--- config.mk ---
export PLATFORM = sky130hd
export DESIGN_NAME = segment_display_flat
export DESIGN_NICKNAME = d
export VERILOG_FILES = /design/src/rtl/segment_display_if.sv /design/src/rtl/segment_display.sv /design/src/flat_wrapper.sv
export SDC_FILE = /design/constraint.sdc
export NUM_CORES = 1
export LEC_CHECK = 0
export ABC_CLOCK_PERIOD_IN_PS = 1200
export CAP_MARGIN = 10
export CORE_AREA = 5 5 42 44
export CTS_CLUSTER_SIZE = 14
export DETAILED_ROUTE_END_ITERATION = 16
export DIE_AREA = 0 0 47 49
export PLACE_DENSITY_LB_ADDON = 0.3
export SYNTH_ARGS = -nofsm -noshare
export SYNTH_HDL_FRONTEND = slang
export SYNTH_SLANG_ARGS = --single-unit
--- constraint.sdc ---
create_clock -name clk -period 1.2 [get_ports clk]
set_input_delay 0.24 -clock clk [delete_from_list [all_inputs] [get_ports clk]]
set_output_delay 0.24 -clock clk [all_outputs]
set_load 0.01 [all_outputs]
--- src/rtl/segment_display_if.sv ---
// Purpose : bundles the code/override inputs and segment outputs of one seven-segment digit.
// Latency : n/a (signal bundle only).
// Backpressure: none; the digit accepts a new code every cycle.
// Ports   : bcd[3:0], blank, lamp_test (to decoder); seg[6:0], invalid (from decoder).
interface segment_display_if;
  logic [3:0] bcd;
  logic       blank;
  logic       lamp_test;
  logic [6:0] seg;
  logic       invalid;

  // master drives the code and overrides, slave (the decoder) drives the pins
  modport master (output bcd, output blank, output lamp_test,
                  input  seg, input  invalid);
  modport slave  (input  bcd, input  blank, input  lamp_test,
                  output seg, output invalid);
endinterface

--- src/rtl/segment_display.sv ---
// Purpose : registered 4-bit code to 7-segment decoder with blank and lamp-test overrides.
// Latency : 1 clock from sampled code to seg/invalid.
// Backpressure: none; a new code is accepted every cycle.
// Ports   : clk, rst_n (async active-low); bus.slave: bcd, blank, lamp_test in; seg, invalid out.
module segment_display #(
  parameter bit HEX_EN       = 1'b1,
  parameter bit COMMON_ANODE = 1'b0
) (
  input  logic               clk,
  input  logic               rst_n,
  segment_display_if.slave   bus
);

  // Reset drives every segment dark in whichever polarity the pins use.
  localparam logic [6:0] SEG_OFF = COMMON_ANODE ? 7'h7F : 7'h00;

  logic [6:0] w_pat;          // logical pattern, lit = 1, bit0 = segment a
  logic       w_invalid_next;
  logic [6:0] w_seg_next;
  logic [6:0] r_seg;
  logic       r_invalid;

  always_comb begin
    w_pat          = 7'h00;
    w_invalid_next = 1'b0;
    if (bus.lamp_test) begin
      w_pat = 7'h7F;
    end else if (bus.blank) begin
      w_pat = 7'h00;
    end else begin
      case (bus.bcd)
        4'd0:    w_pat = 7'h3F;
        4'd1:    w_pat = 7'h06;
        4'd2:    w_pat = 7'h5B;
        4'd3:    w_pat = 7'h4F;
        4'd4:    w_pat = 7'h66;
        4'd5:    w_pat = 7'h6D;
        4'd6:    w_pat = 7'h7D;
        4'd7:    w_pat = 7'h07;
        4'd8:    w_pat = 7'h7F;
        4'd9:    w_pat = 7'h6F;
        default: begin
          // Codes 10-15: hex glyphs, or a dark digit flagged invalid.
          if (HEX_EN) begin
            case (bus.bcd)
              4'd10:   w_pat = 7'h77; // A
              4'd11:   w_pat = 7'h7C; // b
              4'd12:   w_pat = 7'h39; // C
              4'd13:   w_pat = 7'h5E; // d
              4'd14:   w_pat = 7'h79; // E
              default: w_pat = 7'h71; // F
            endcase
          end else begin
            w_pat          = 7'h00;
            w_invalid_next = 1'b1;
          end
        end
      endcase
    end
  end

  assign w_seg_next = COMMON_ANODE ? ~w_pat : w_pat;

  always_ff @(posedge clk or negedge rst_n) begin
    if (!rst_n) begin
      r_seg     <= SEG_OFF;
      r_invalid <= 1'b0;
    end else begin
      r_seg     <= w_seg_next;
      r_invalid <= w_invalid_next;
    end
  end

  assign bus.seg     = r_seg;
  assign bus.invalid = r_invalid;

endmodule

--- src/flat_wrapper.sv ---
// flat-port wrapper written by rule: the top's interface ports become plain ports
module segment_display_flat 
#(
  parameter bit HEX_EN       = 1'b1,
  parameter bit COMMON_ANODE = 1'b0
)
  (clk, rst_n, bus_bcd, bus_blank, bus_lamp_test, bus_seg, bus_invalid);
  segment_display_if bus_i ();
  input  logic clk;
  input  logic rst_n;
  input wire logic [$bits(bus_i.bcd)-1:0] bus_bcd;
  input wire logic [$bits(bus_i.blank)-1:0] bus_blank;
  input wire logic [$bits(bus_i.lamp_test)-1:0] bus_lamp_test;
  output wire logic [$bits(bus_i.seg)-1:0] bus_seg;
  output wire logic [$bits(bus_i.invalid)-1:0] bus_invalid;
  assign bus_i.bcd = bus_bcd;
  assign bus_i.blank = bus_blank;
  assign bus_i.lamp_test = bus_lamp_test;
  assign bus_seg = bus_i.seg;
  assign bus_invalid = bus_i.invalid;
  segment_display #(.HEX_EN(HEX_EN), .COMMON_ANODE(COMMON_ANODE)) u_core (.clk(clk), .rst_n(rst_n), .bus(bus_i));
endmodule
Yosys cells after proc, flatten, opt, wreduce, memory -nomap -nowiden:

Cells that the tools add are included.
Widths: inputs -> output; s select.

* register bits after elaboration: 7
* logic and storage cells: 20
* input port bits: 8

* reductions and logical operators: 1
* muxes and demuxes: 4
* equal/unequal tests: 14

Operators with widths (number)
* $pmux 7 s10: 1
* $pmux 7 s5: 1
* $eq 4x4->1 const B: 7
* $eq 4x3->1 const B: 4
* $mux 7: 2
* $eq 4x2->1 const B: 2
* $eq 4x1->1 const B: 1
* $logic_not 4->1: 1

Longest topological paths before layout:

* depth in word-level cells: 5
* depth in mapped cells: 4

Least setup slack after synthesis:

OpenSTA, ideal clock, no wires.

* path type: input to register
* start point: in bus_bcd[3]
* end point: reg u_core.r_seg[2] (netlist: u_core.bus.seg[2])
* cell stages on the path: 3
* arrival time: 0.875 ns
* setup slack: 0.200 ns
* path through: or4b_1 -> o21ai_0 -> o21ai_1

* word-level cells in the longest chain between the ends: 5
* elaborated cells on any way between the ends: 19
* classes of those cells: 14 x eq/ne; 4 x mux; 1 x reduce/logical

Ends and longest elaborated chain
* start, declared: line flat_wrapper.sv:11 `input wire logic [$bits(bus_i.bcd)-1:0] bus_bcd;`
* $eq 4x4->1: line segment_display.sv:45 `case (bus.bcd)`
* $pmux 7 s5: line segment_display.sv:45
* $pmux 7 s10 (*): line segment_display.sv:31 `case (bus.bcd)`
* $mux 7 (*): line segment_display.sv:28 `end else if (bus.blank) begin`
* $mux 7 (*): line segment_display.sv:26 `if (bus.lamp_test) begin`
* net u_core.w_pat[2]: line segment_display.sv:17 `logic [6:0] w_pat;`
* end signal, assigned: line segment_display.sv:69 `r_seg <= w_seg_next;`
* end, declared: line segment_display.sv:20 `logic [6:0] r_seg;`

Mark *: on every way through the listed nets, which the timed path passes. The rest lies on a longest branch.

Worst setup path after layout:

* start point: reg u_core.r_seg[0] (netlist: u_core.bus.seg[0])
* end point: out bus_seg[0]

RTL lines
* end, declared: line flat_wrapper.sv:14 `output wire logic [$bits(bus_i.seg)-1:0] bus_seg;`

No word-level cell between the ends.

==> results.toml <==
[outcome]
status = "finished, final reports clean"

[clocking]
htreeDepth = 1
cts_made_buffers = 3
clk_transition_reported_paths_ns = 0.05
clock_sinks = 7
ctsHoldBuffers = 0
cts_tree = "built"
cts-root-buf = "clkbuf_4"
cts.path.max_buffers = 2

[final_layout]
drive_gt1_frac = 0.277
design_area_um2 = 729
postLayoutCoreUtil = 0.521
nNetsFinal = 92
n_antenna_cell = 0
largest_reg_flops = 7
instances_no_fill = 99
area_growth_pct = 55.1

[synth]
netlist_area_um2 = 470
netlist_instances = 54
yosys.area_share.simple = 0.239
synth_compound_area_frac = 0.229
yosys.area_share.adder = 0
ys_ff_latch = 7
synthXorXnorAreaFrac = 0.0372
yosysUniqueCellTypes = 27
syn-num-nets = 62
synth.area.mux_share = 0.0239
synth_top_family_by_area = "simple AND/OR/NAND/NOR gates"
ys_warn_count = 0
avgSynthCellArea_um2 = 8.71
yosysSeqAreaShare = 0.372

[setup_path]
cpLargestDelayFamily = "flip-flops"
cp.required_ns = 0.96
cp_slowest_stage_delay_ns = 0.36
critical_path_class = "register to output pin"
crit_slowest_cell = "dfrtp_1"
worst-path-buf-inv = 1
end_kind = "output pin"
startpoint_type = "register"
worstPathMaxFanout = 1
worstPathArrival_ns = 0.88
crit_chain = "dlygate4sd2_1"

[min_path]
min_path_type = "input pin to asynchronous set/reset pin"

[power_and_ir_drop]
p_total_uw = 647
pwr_density_cell_nw_per_um2 = 887
ir_drop_uv = 299
p_leak_uw = 0.000328

[floorplan]
core_um2 = 1400
die_area_um2 = 2300
core.rowCount = 14
die_w_um = 47
die_y_um = 49
ios = 16
start_util = 0.336

[timing]
rsz0062_at_grt = "no"
timing.final.crit_period_ns = 1.12
hold_violations = 0
maxSlewViolCount = 0
min_period_over_period = 0.932
clock.fmax_mhz = 894
setup_viol = 0
hold_ws_ns = 0.240

[grt]
grt_overflow = 0
grt_pass1_wl_mm = 2.01
antenna_found_initial = 0
grt_use_total = 0.120
grt_pass1_vias = 498
grt_max_degree = 11

[route]
viasPerCell = 4.97
vias = 492
drcViolationCount = 0
drt-total-wl_mm = 1.14
wl_per_cell_um = 11.5
top_layer = "met4"
route.met3.wl_um = 98
wl_met2_um = 610
drt_first_pass_iters = 4
antenna_left = 0
wl_met1_um = 420
drt_iter0_drc = 2

[placed_design]
dpl_cell_area_um2 = 693
dpl.cell_count = 92
routabilityCongestion = 0.732
post-dp-hpwl_um = 873
portBuffers = 14

[job]
cap_viol_max_count = 0
where the power goes:
group / leakage [uW] / internal (uW) / switching, uW
clock network: 0.0000150 / 126 / 78.7
logic: 0.000238 / 99.2 / 85.8
registers: 0.0000750 / 253 / 3.42
total: 0.000328 / 479 / 168
cells in the mapped netlist:
cell / n / area, um^2
or2_2: 1 / 6.26
nor4b_1: 1 / 8.76
nand2_1: 2 / 7.51
nor3_1: 2 / 10.0
o31ai_1: 2 / 15.0
nor2_1: 3 / 11.3
mux2_2: 1 / 11.3
a21o_1: 2 / 15.0
o21ai_1: 3 / 15.0
inv_1: 2 / 7.51
buf_4: 4 / 30.0
a21oi_1: 4 / 20.0
conb_1: 1 / 3.75
dfrtp_1: 7 / 175
a31o_2: 2 / 17.5
nand3_1: 1 / 5.00
xor2_1: 2 / 17.5
nand4_1: 1 / 6.26
or4b_1: 1 / 10.0
nand2b_1: 1 / 6.26
o21ai_0: 3 / 15.0
nor2b_1: 2 / 12.5
and2_1: 1 / 6.26
or2b_1: 1 / 7.51
buf_2: 1 / 5.00
o311a_1: 1 / 10.0
nor3b_1: 2 / 15.0
per-layer routing:
metal | global-route usage | vias up
li1 | - | 247
met5 | 0 | -
met1 | 0.125 | 227
met2 | 0.204 | 16
met4 | 0.0829 | 0
met3 | 0.0221 | 2
per-stage QoR:
step | setup WS (ns) | TNS, ns
3_3_place_gp | -0.362 | -2.03
6_report | 0.0816 | 0
5_1_grt | 0.0254 | 0
4_1_cts | 0.0647 | 0
2_1_floorplan | 0.200 | 0
3_5_place_dp | -0.356 | -2.08
path summary, 6_finish.rpt:
kind                                endpoint  slack (ns)               from  depth (start not counted)
worst max-delay path              bus_seg[0]        0.08  u_core.bus.seg[0]                          1
max in group asynchronous  u_core.bus.seg[3]        0.74              rst_n                          1
worst min-delay path       u_core.bus.seg[2]        0.24              rst_n                          1
min in group clk           u_core.bus.seg[2]        0.58         bus_bcd[2]                          4
cell type report:
cell class	instances	area, um^2
Clock buffer	4	26.3
Multi-Input combinational cell	40	253
Tap cell	16	20.0
Timing Repair Buffer	30	248
Fill cell	156	672
Inverter	2	7.51
Sequential cell	7	175
cells by family (layout without fill, tap and decap cells):
kind of cell	Yosys count	count (layout)
flops	7	7
compound gates	17	17
other cells	1	1
mux	1	1
simple gates	19	19
buf+inv	7	36
xor+xnor	2	2
repair_timing:
| action | CTS | global route |
|---|---|---|
| endpoints found under the setup margin | 13 | 0 |
| resized for setup | 13 | 0 |
| setup buffers | 2 | 0 |
cells in the final DEF, fill, tap and decap left out, types with 2 or more instances in the layout:
cell type and count:
o21ai_0 2, a21o_1 2, dlygate4sd2_1 11, xor2_1 2, dfrtp_1 7, buf_4 14, nand2_1 2, inv_1 2
nor2b_1 2, clkdlybuf4s50_1 3, nor2_1 3, clkbuf_4 3, a31o_2 2, a21oi_1 4, nor3b_1 2, nor3_1 2
o31ai_1 2, o21ai_1 4
Power figures use the tool's default switching activity.
